## src/rtl/spi_ip_pkg.sv

```systemverilog
// Shared types and constants for the SPI master IP: FSM encoding,
// divider selects and {pol, pha} mode codes.
package spi_ip_pkg;

  typedef enum logic [2:0] {
    ST_IDLE  = 3'd0,
    ST_SETUP = 3'd1,
    ST_SHIFT = 3'd2,
    ST_LAST  = 3'd3,
    ST_HOLD  = 3'd4
  } xfer_state_e;

  localparam logic [2:0] CLK_2   = 3'd0;
  localparam logic [2:0] CLK_4   = 3'd1;
  localparam logic [2:0] CLK_8   = 3'd2;
  localparam logic [2:0] CLK_16  = 3'd3;
  localparam logic [2:0] CLK_32  = 3'd4;
  localparam logic [2:0] CLK_64  = 3'd5;
  localparam logic [2:0] CLK_128 = 3'd6;
  localparam logic [2:0] CLK_256 = 3'd7;

  localparam logic [1:0] MODE0 = 2'b00;
  localparam logic [1:0] MODE1 = 2'b01;
  localparam logic [1:0] MODE2 = 2'b10;
  localparam logic [1:0] MODE3 = 2'b11;

  function automatic int max2(input int a, input int b);
    return (a > b) ? a : b;
  endfunction

endpackage

```

## src/rtl/spi_ip_shift_reg.sv

```systemverilog
// Bidirectional word shifter: tx word presented bit-serially on mosi,
// rx word assembled from miso, both in MSB- or LSB-first order.
module spi_ip_shift_reg #(
  parameter int DATA_W = 8
) (
  input  logic              clk,
  input  logic              rst_n,
  input  logic              clear,
  input  logic              load,
  input  logic [DATA_W-1:0] load_data,
  input  logic              lsb_first,
  input  logic              shift,
  input  logic              sample,
  input  logic              miso,
  output logic              mosi,
  output logic [DATA_W-1:0] rx_data
);

  logic [DATA_W-1:0] tx_r;
  logic [DATA_W-1:0] rx_r;
  logic              lsb_r;

  // Transmit word: zero-filled as bits leave; clear parks mosi low
  always_ff @(posedge clk or negedge rst_n) begin
    if (!rst_n) begin
      tx_r  <= '0;
      lsb_r <= 1'b0;
    end else if (clear) begin
      tx_r  <= '0;
    end else if (load) begin
      tx_r  <= load_data;
      lsb_r <= lsb_first;
    end else if (shift) begin
      tx_r  <= lsb_r ? {1'b0, tx_r[DATA_W-1:1]} : {tx_r[DATA_W-2:0], 1'b0};
    end
  end

  // Receive word: new bits enter opposite the end that is sent first
  always_ff @(posedge clk or negedge rst_n) begin
    if (!rst_n) begin
      rx_r <= '0;
    end else if (sample) begin
      rx_r <= lsb_r ? {miso, rx_r[DATA_W-1:1]} : {rx_r[DATA_W-2:0], miso};
    end
  end

  assign mosi    = lsb_r ? tx_r[0] : tx_r[DATA_W-1];
  assign rx_data = rx_r;

endmodule

```

## src/rtl/spi_ip_xfer_ctrl.sv

```systemverilog
// SPI master word-transfer sequencer: owns chip-select, the tick-generator
// enables and the latched mode/divider; one DATA_W word per start.
module spi_ip_xfer_ctrl
  import spi_ip_pkg::*;
#(
  parameter int DATA_W   = 8,
  parameter int CS_SETUP = 1,
  parameter int CS_HOLD  = 1
) (
  input  logic              xc_clk_i,
  input  logic              xc_rst_n_i,
  input  logic              xc_start_i,
  input  logic              xc_abort_i,
  input  logic [DATA_W-1:0] xc_tx_data_i,
  input  logic              xc_lsb_first_i,
  input  logic              xc_sck_pol_i,
  input  logic              xc_sck_pha_i,
  input  logic [2:0]        xc_clk_div_i,
  input  logic              xc_miso_i,
  input  logic              xc_tick_i,
  input  logic              xc_tick_launch_i,
  input  logic              xc_tick_capture_i,
  output logic              xc_enable_tick_o,
  output logic              xc_enable_sck_o,
  output logic              xc_enable_lc_o,
  output logic              xc_sck_pol_o,
  output logic              xc_sck_pha_o,
  output logic [2:0]        xc_clk_div_o,
  output logic              xc_cs_n_o,
  output logic              xc_mosi_o,
  output logic              xc_busy_o,
  output logic              xc_done_o,
  output logic [DATA_W-1:0] xc_rx_data_o
);

  localparam int CNT_W = $clog2(DATA_W + 1);
  localparam int TCK_W = $clog2(max2(CS_SETUP, CS_HOLD) + 1);

  xfer_state_e       state_r, state_s;
  logic [CNT_W-1:0]  bit_cnt_r;
  logic [TCK_W-1:0]  tick_cnt_r;
  logic              pending_r;
  logic              cs_n_r, en_tick_r, en_sck_r, en_lc_r, busy_r, done_r;
  logic              pol_r, pha_r;
  logic [2:0]        div_r;
  logic [DATA_W-1:0] rx_data_r;
  logic [DATA_W-1:0] rx_shift_s;
  logic              accept_s, abort_s, setup_done_s, last_cap_s, last_tick_s, hold_done_s;
  logic              sample_s, shift_s, mosi_s;

  // Next-state decode and per-cycle strobes
  always_comb begin
    state_s      = state_r;
    accept_s     = 1'b0;
    abort_s      = 1'b0;
    setup_done_s = 1'b0;
    last_cap_s   = 1'b0;
    last_tick_s  = 1'b0;
    hold_done_s  = 1'b0;
    sample_s     = 1'b0;
    shift_s      = 1'b0;
    case (state_r)
      ST_IDLE: begin
        if (xc_start_i && !xc_abort_i) begin
          accept_s = 1'b1;
          state_s  = ST_SETUP;
        end else begin
          state_s  = ST_IDLE;
        end
      end
      ST_SETUP: begin
        if (xc_tick_i && (tick_cnt_r == TCK_W'(CS_SETUP - 1))) begin
          setup_done_s = 1'b1;
          state_s      = ST_SHIFT;
        end else begin
          state_s      = ST_SETUP;
        end
      end
      ST_SHIFT: begin
        // A launch coinciding with a capture is not consumed
        sample_s = xc_tick_capture_i;
        shift_s  = xc_tick_launch_i && pending_r && !xc_tick_capture_i;
        if (xc_tick_capture_i && (bit_cnt_r == CNT_W'(DATA_W - 1))) begin
          last_cap_s = 1'b1;
          state_s    = pha_r ? ST_HOLD : ST_LAST;
        end else begin
          state_s    = ST_SHIFT;
        end
      end
      ST_LAST: begin
        if (xc_tick_i) begin
          last_tick_s = 1'b1;
          state_s     = ST_HOLD;
        end else begin
          state_s     = ST_LAST;
        end
      end
      ST_HOLD: begin
        if (xc_tick_i && (tick_cnt_r == TCK_W'(CS_HOLD - 1))) begin
          hold_done_s = 1'b1;
          state_s     = ST_IDLE;
        end else begin
          state_s     = ST_HOLD;
        end
      end
      default: state_s = ST_IDLE;
    endcase
    if (xc_abort_i && (state_r != ST_IDLE)) begin
      abort_s = 1'b1;
      state_s = ST_IDLE;
    end else begin
      abort_s = 1'b0;
    end
  end

  // State register
  always_ff @(posedge xc_clk_i or negedge xc_rst_n_i) begin
    if (!xc_rst_n_i) state_r <= ST_IDLE;
    else             state_r <= state_s;
  end

  // Registered pad/tick-gen controls, latched config and completion
  always_ff @(posedge xc_clk_i or negedge xc_rst_n_i) begin
    if (!xc_rst_n_i) begin
      cs_n_r    <= 1'b1;
      en_tick_r <= 1'b0;
      en_sck_r  <= 1'b0;
      en_lc_r   <= 1'b0;
      busy_r    <= 1'b0;
      done_r    <= 1'b0;
      pol_r     <= 1'b0;
      pha_r     <= 1'b0;
      div_r     <= 3'd0;
      rx_data_r <= '0;
    end else begin
      done_r <= 1'b0;
      if (abort_s) begin
        cs_n_r    <= 1'b1;
        en_tick_r <= 1'b0;
        en_sck_r  <= 1'b0;
        en_lc_r   <= 1'b0;
        busy_r    <= 1'b0;
      end else if (accept_s) begin
        cs_n_r    <= 1'b0;
        en_tick_r <= 1'b1;
        busy_r    <= 1'b1;
        pol_r     <= xc_sck_pol_i;
        pha_r     <= xc_sck_pha_i;
        div_r     <= xc_clk_div_i;
      end else if (setup_done_s) begin
        en_sck_r  <= 1'b1;
        en_lc_r   <= 1'b1;
      end else if ((last_cap_s && pha_r) || last_tick_s) begin
        en_sck_r  <= 1'b0;
        en_lc_r   <= 1'b0;
      end else if (hold_done_s) begin
        cs_n_r    <= 1'b1;
        en_tick_r <= 1'b0;
        busy_r    <= 1'b0;
        done_r    <= 1'b1;
        rx_data_r <= rx_shift_s;
      end
    end
  end

  // Bit counter, launch-pending flag and CS setup/hold tick counter
  always_ff @(posedge xc_clk_i or negedge xc_rst_n_i) begin
    if (!xc_rst_n_i) begin
      bit_cnt_r  <= '0;
      pending_r  <= 1'b0;
      tick_cnt_r <= '0;
    end else if (abort_s || accept_s) begin
      bit_cnt_r  <= '0;
      pending_r  <= 1'b0;
      tick_cnt_r <= '0;
    end else begin
      if (sample_s) begin
        bit_cnt_r <= bit_cnt_r + CNT_W'(1);
        pending_r <= 1'b1;
      end else if (shift_s) begin
        pending_r <= 1'b0;
      end
      if (setup_done_s || hold_done_s) begin
        tick_cnt_r <= '0;
      end else if (xc_tick_i && ((state_r == ST_SETUP) || (state_r == ST_HOLD))) begin
        tick_cnt_r <= tick_cnt_r + TCK_W'(1);
      end
    end
  end

  spi_ip_shift_reg #(.DATA_W(DATA_W)) u_shift (
    .clk       (xc_clk_i),
    .rst_n     (xc_rst_n_i),
    .clear     (abort_s || hold_done_s),
    .load      (accept_s),
    .load_data (xc_tx_data_i),
    .lsb_first (xc_lsb_first_i),
    .shift     (shift_s),
    .sample    (sample_s),
    .miso      (xc_miso_i),
    .mosi      (mosi_s),
    .rx_data   (rx_shift_s)
  );

  assign xc_enable_tick_o = en_tick_r;
  assign xc_enable_sck_o  = en_sck_r;
  assign xc_enable_lc_o   = en_lc_r;
  assign xc_sck_pol_o     = pol_r;
  assign xc_sck_pha_o     = pha_r;
  assign xc_clk_div_o     = div_r;
  assign xc_cs_n_o        = cs_n_r;
  assign xc_mosi_o        = mosi_s;
  assign xc_busy_o        = busy_r;
  assign xc_done_o        = done_r;
  assign xc_rx_data_o     = rx_data_r;

endmodule
```

## config.mk

```make
export PLATFORM = sky130hd
export DESIGN_NAME = spi_ip_xfer_ctrl
export DESIGN_NICKNAME = d
export VERILOG_FILES = /design/src/rtl/spi_ip_pkg.sv /design/src/rtl/spi_ip_shift_reg.sv /design/src/rtl/spi_ip_xfer_ctrl.sv
export SDC_FILE = /design/constraint.sdc
export NUM_CORES = 1
export LEC_CHECK = 0
export ABC_AREA = 1
export CORE_ASPECT_RATIO = 0.6
export CORE_MARGIN = 2
export CORE_UTILIZATION = 50
export CTS_BUF_LIST = sky130_fd_sc_hd__clkbuf_16
export CTS_CLUSTER_DIAMETER = 40
export DETAILED_ROUTE_END_ITERATION = 8
export PLACE_DENSITY = 0.74
export RECOVER_POWER = 25
export SYNTH_ARGS = -nofsm -noshare
export SYNTH_HDL_FRONTEND = slang
export SYNTH_SLANG_ARGS = --single-unit
```

## constraint.sdc

```tcl
create_clock -name xc_clk_i -period 2.1 [get_ports xc_clk_i]
set_clock_uncertainty 0.15 [all_clocks]
set_input_delay 0.21 -clock xc_clk_i [delete_from_list [all_inputs] [get_ports xc_clk_i]]
set_output_delay 0.21 -clock xc_clk_i [all_outputs]
set_load 0.02 [all_outputs]
```

[Word-level counts from Yosys, hierarchy flattened]
Cells that the tools add are included.
W data, S select, Z words.
Storage, ports and cells
  output and inout bits: 20
  logic and storage cells: 112
  flip-flop bits (word level): 43
  input port bits: 22
Cells by class
  reduce and logical (&&, ||, !) cells: 28
  add/sub/neg operators: 2
  bitwise operators: 6
  muxes and demuxes: 53
  eq/ne operators: 8
Operators with widths (number)
  $mux W8: 5
  $mux W1: 39
  $reduce_bool A3 Y1: 6
  $mux W3: 5
  $pmux W3 S5: 1
  $logic_and A1 B1 Y1: 8
  $mux W4: 2
  $eq A3 B2 Y1 const B: 2
  $ne A3 B3 Y1 const B: 2
  $not A1 Y1: 6
  $reduce_and A2 Y1: 3
  $logic_or A1 B1 Y1: 5
  $reduce_and A5 Y1: 1
  $add A4 B1 Y4 const B: 1
  $eq A4 B3 Y1 const B: 1
  $eq A3 B1 Y1 const B: 1
  $eq A3 B3 Y1 const B: 1
  $logic_not A3 Y1: 1
  $reduce_and A3 Y1: 1
  $logic_not A1 Y1: 2
  $mux W2: 1
  $ne A2 B1 Y1 const B: 1
  $reduce_bool A2 Y1: 1
  $add A1 B1 Y1 const B: 1

[Logic depth before layout (Yosys ltp)]
  depth in word-level cells: 10
  mapped depth: 8
  gate-level depth less buffers: 8

[Hierarchy]
A second synthesis with hierarchy kept.
Unflattened totals
  cell total of the unflattened synthesis: 298
  area, all modules: 2218.4 um^2
Modules (own cells, without submodules)
  spi_ip_xfer_ctrl: times used 1, area each 1251.2 um^2, seq. area each 651.9 um^2, cells each 158
  spi_ip_shift_reg: times used 1, area each 967.2 um^2, seq. area each 425.4 um^2, cells each 140

[Worst setup path before layout]
No wires, ideal clock.
  kind: register to register
  from: register state_r[0]
  to: register rx_data_r[7] (netlist: xc_rx_data_o[7])
  setup time: 0.118 ns
  buffers on the path: 1
  arrival time: 1.238 ns
  required time: 1.832 ns
  period minus slack after synthesis: 1.506 ns
  setup slack: 0.594 ns
  stages on the path, launching flop included: 8
  path through: dfrtp_1 -> nor2_4 -> nand4_4 -> inv_2 -> nand2_4 -> buf_6 -> nand2_1 -> o21ai_2
Between the ends
  word-level cells in the longest chain between the ends: 6
  elaborated cells on any way between the ends: 20
  those cells by class: eq/ne (4); mux (6); bitwise (4); reduce/logical (6)
Ends and longest elaborated chain
  start, declared: RTL line spi_ip_xfer_ctrl.sv:39  | xfer_state_e state_r, state_s;
  start signal, assigned: RTL line spi_ip_xfer_ctrl.sv:119  | else state_r <= state_s;
  $eq A3 B2 Y1: RTL line spi_ip_xfer_ctrl.sv:62  | case (state_r)
  $mux W1: RTL line spi_ip_xfer_ctrl.sv:62
  $logic_and A1 B1 Y1: RTL line spi_ip_xfer_ctrl.sv:153  | end else if ((last_cap_s && pha_r) || last_tick_s) begin
  $logic_or A1 B1 Y1: RTL line spi_ip_xfer_ctrl.sv:153
  $not A1 Y1 (no source line)
  $reduce_and A5 Y1 (no source line) (*)
  end signal, assigned: RTL line spi_ip_xfer_ctrl.sv:161  | rx_data_r <= rx_shift_s;
  end, declared: RTL line spi_ip_xfer_ctrl.sv:46  | logic [DATA_W-1:0] rx_data_r;
Mark *: on every way between the ends. The rest lies on a longest branch, timed or not.
A chain may end at the register's enable or synchronous reset.

[Worst setup path after layout]
  from: register state_r[2]
  to: register u_shift.tx_r[4]
Between the ends
  word-level cells in the longest chain between the ends: 5
  elaborated cells on any way between the ends: 13
  those cells by class: eq/ne (2); mux (6); reduce/logical (5)
Ends and longest elaborated chain
  $reduce_bool A3 Y1: RTL line spi_ip_xfer_ctrl.sv:108  | if (xc_abort_i && (state_r != ST_IDLE)) begin
  $logic_and A1 B1 Y1: RTL line spi_ip_xfer_ctrl.sv:108
  $mux W1: RTL line spi_ip_xfer_ctrl.sv:108
  $logic_or A1 B1 Y1: RTL line spi_ip_xfer_ctrl.sv:194  | .clear (abort_s || hold_done_s),
  $reduce_bool A3 Y1 (no source line) or $mux W8 (tied branches)
  end signal, assigned: RTL line spi_ip_shift_reg.sv:31  | tx_r <= load_data;
  end signal, assigned: RTL line spi_ip_shift_reg.sv:34  | tx_r <= lsb_r ? {1'b0, tx_r[DATA_W-1:1]} : {tx_r[DATA_W-2:0], 1'b0};
  end, declared: RTL line spi_ip_shift_reg.sv:19  | logic [DATA_W-1:0] tx_r;
Parallel ways exist; a longest one is shown, timed or not.

==> reports/qor.csv <==
stage,metric,value,unit
critical_path,critical path type,reg -> reg,
status,status,finished clean,
drt,DRC Markers,0,
floorplanning,IO Count,42,
placement,# placed instances,375,
drt,Starting DRT DRC Count,106,
critical_path,Crit path arrival time,1860,ps
synthesis,"Seq/Total Area, Yosys",47.0,%
drt,drt first pass iters,4,
power_and_ir_drop,Total Power,3.75,mW
sta,Hold Slack,310,ps
flow_run,max-cap viol count,0,
synthesis,"FF+latch count, synth",43,
synthesis,"area leader, netlist",dfrtp_1,
critical_path,Critical Path RT,2120,ps
synthesis,Synth Area per Inst,8.24,sq um
sta,RSZ-0062 raised after global routing,false,
clock_tree,Clock transition at path regs,60,ps
placement,DP HPWL,3230,um
sta,Max-slew headroom,29.2,%
floorplanning,core area,4490,sq um
clock_tree,worst-skew pair later-pin latency,280,ps
floorplanning,Cell Rows,19,
synthesis,"top cells by area, synth","dfrtp_1, nand2_1, nand3_1, inv_1, o21ai_2",
global_route,initial antenna violation count,0,
synthesis,Main synth FF type,dfrtp_1,
power_and_ir_drop,PwrDens,1300,nW/um^2
floorplanning,initial cell density of the core,51.0,%
floorplanning,Die W,91.4,um
clock_tree,clock buffer depth,2,
drt,mean number of vias per cell,4.94,
clock_tree,H-tree levels,2,
sta,Period minus WS final,1840,ps
finish,# diodes,0,
synthesis,Ys Warns,0,
clock_tree,postcts setup bufs,0,
sta,fmax,543,MHz
sta,crit share post-route,87.7,%
critical_path,Worst Setup End Kind,flip-flop,
placement,PortBufs,41,
global_route,first-pass GRT wire length,8040,um
global_route,pin count of the biggest net entering global routing,44,
synthesis,Post-synth EDFFs,0,
power_and_ir_drop,Leak,1.36,nW
drt,final WL,4710,um
finish,Final Net Count,343,
drt,ANT nets after route,0,
sta,TNS Setup,0,ps
drt,via count,1898,
sta,endpoints failing hold,0,
synthesis,synth cell count leaders,"nand2_1, dfrtp_1, inv_1",
min_path,Hold Crit Class,in -> reg,
sta,Worst-Margin Slew,1060,ps
drt,WL/cell,12.3,um
synthesis,ys async rst share,100,%
synthesis,top-count cell post-synth,nand2_1,
floorplanning,Die Footprint,5160,sq um
synthesis,Syn Std Cell Area,2290,sq um
clock_tree,Num CTS Buffers,5,
sta,final setup fails,0,
finish,Non-Filler Instances,384,
global_route,GRT overflow,0,
synthesis,Cells after Synth,278,
clock_tree,CTS Sinks,43,
critical_path,startpoint types,flip-flop,
sta,Slew Limit Fails,0,
synthesis,post-synth net total,301,
power_and_ir_drop,maximum vdd drop,0.647,mV
critical_path,"Max FO, Critical Path",9,
placement,routability cong.,0.827,
synthesis,Synth cell types,28,
global_route,vias in the first global route,1672,
global_route,Total GRT Usage,19.5,%
clock_tree,root buf cell,clkbuf_16,
finish,Area Overhead vs Synth,25.8,%
synthesis,Yosys top cell area share,45.9,%
floorplanning,Die H,56.4,um
finish,share of layout cells above drive strength 1,12.5,%
clock_tree,CTS tree,yes,
-- worst max-delay path: stages (launching register included) --
cell,delay [ps]
dfrtp_1,440
inv_2,210
nand2_1,70
nor2_1,250
nand2_1,200
nand2_4,160
inv_2,100
nand3_1,90
nand2_1,60
-- state kept, by name (all words and copies together) (netlist names) --
register and flops:
u_shift.rx_data 8, u_shift.tx_r 8, xc_rx_data_o 8, bit_cnt_r 4
state_r 3, xc_clk_div_o 3, pending_r 1, tick_cnt_r 1
u_shift.lsb_r 1, xc_busy_o 1, xc_cs_n_o 1, xc_done_o 1
xc_enable_lc_o 1, xc_sck_pha_o 1, xc_sck_pol_o 1
-- kinds of logic after synthesis --
kind of cell / after synthesis / share of synthesized area [%]
simple gates: 149 / 31.1
buf+inv: 45 / 9.94
flops: 43 / 47.0
compound gates: 38 / 10.6
xor+xnor: 2 / 0.765
fa+ha+maj: 1 / 0.546
-- path summary, 6_finish.rpt --
kind                                      start         endpoint  slack (ps)  cells past startpoint
worst max-delay path                 state_r[2]  u_shift.tx_r[4]         260                      8
worst min register to register  xc_rx_data_o[5]  xc_rx_data_o[5]         330                      2
worst max register to register       state_r[2]  u_shift.tx_r[4]         260                      8
min in group asynchronous            xc_rst_n_i  xc_rx_data_o[1]         580                      3
max in group asynchronous            xc_rst_n_i     xc_sck_pha_o         560                      3
worst min-delay path            xc_clk_div_i[2]  xc_clk_div_o[2]         310                      3
-- repair_timing --
action,CTS,global route
setup endpoints to repair,0,0
endpoints found under the hold margin,42,0
gates resized for setup,0,0
hold buffers,1,0
-- metrics by stage --
stage / worst slack (ps) / area (sq um) / util, %
after floorplan: 594 / 2290 / -
after global placement: 254 / 2710 / 60.2
after detailed placement: 189 / 2710 / 60.2
after CTS: 269 / 2890 / 64.2
after global routing: 130 / 2880 / 64.2
final: 258 / 2880 / 64.2
-- layer usage --
layer  wire (um)  up-vias  track usage (%)
li1            -      978                -
met1        2530      876             30.8
met2        1940       42             27.4
met3         212        2             4.83
met4          14        0             3.25
met5           0        -                0
-- power breakdown --
| part | internal (mW) | switching (mW) |
|---|---|---|
| Combinational | 0.602 | 0.927 |
| Clock | 0.561 | 0.322 |
| Sequential | 1.12 | 0.217 |
| Total | 2.28 | 1.47 |
-- area by class of cell --
class                           count  area [sq um]
Timing Repair Buffer               45           435
Fill cell                         382          1610
Inverter                           35           136
Tap cell                           63          78.8
Sequential cell                    43          1080
Multi-Input combinational cell    190           986
Clock buffer                        5           125
Clock inverter                      3          43.8
-- cell usage in the layout (no fill, tap or decap), types with 3 or more instances in the layout --
cell and n:
dfrtp_1 42, inv_1 29, o21ai_2 8, inv_2 5, o21ai_0 13, nand2_4 6, nand4_1 4, nand3_1 24
o211ai_1 8, nand2_1 93, a21oi_1 5, clkdlybuf4s50_1 40, nor2_1 13, nor2_4 3, clkbuf_16 5
Note: power is estimated with default switching activity, not from simulation.
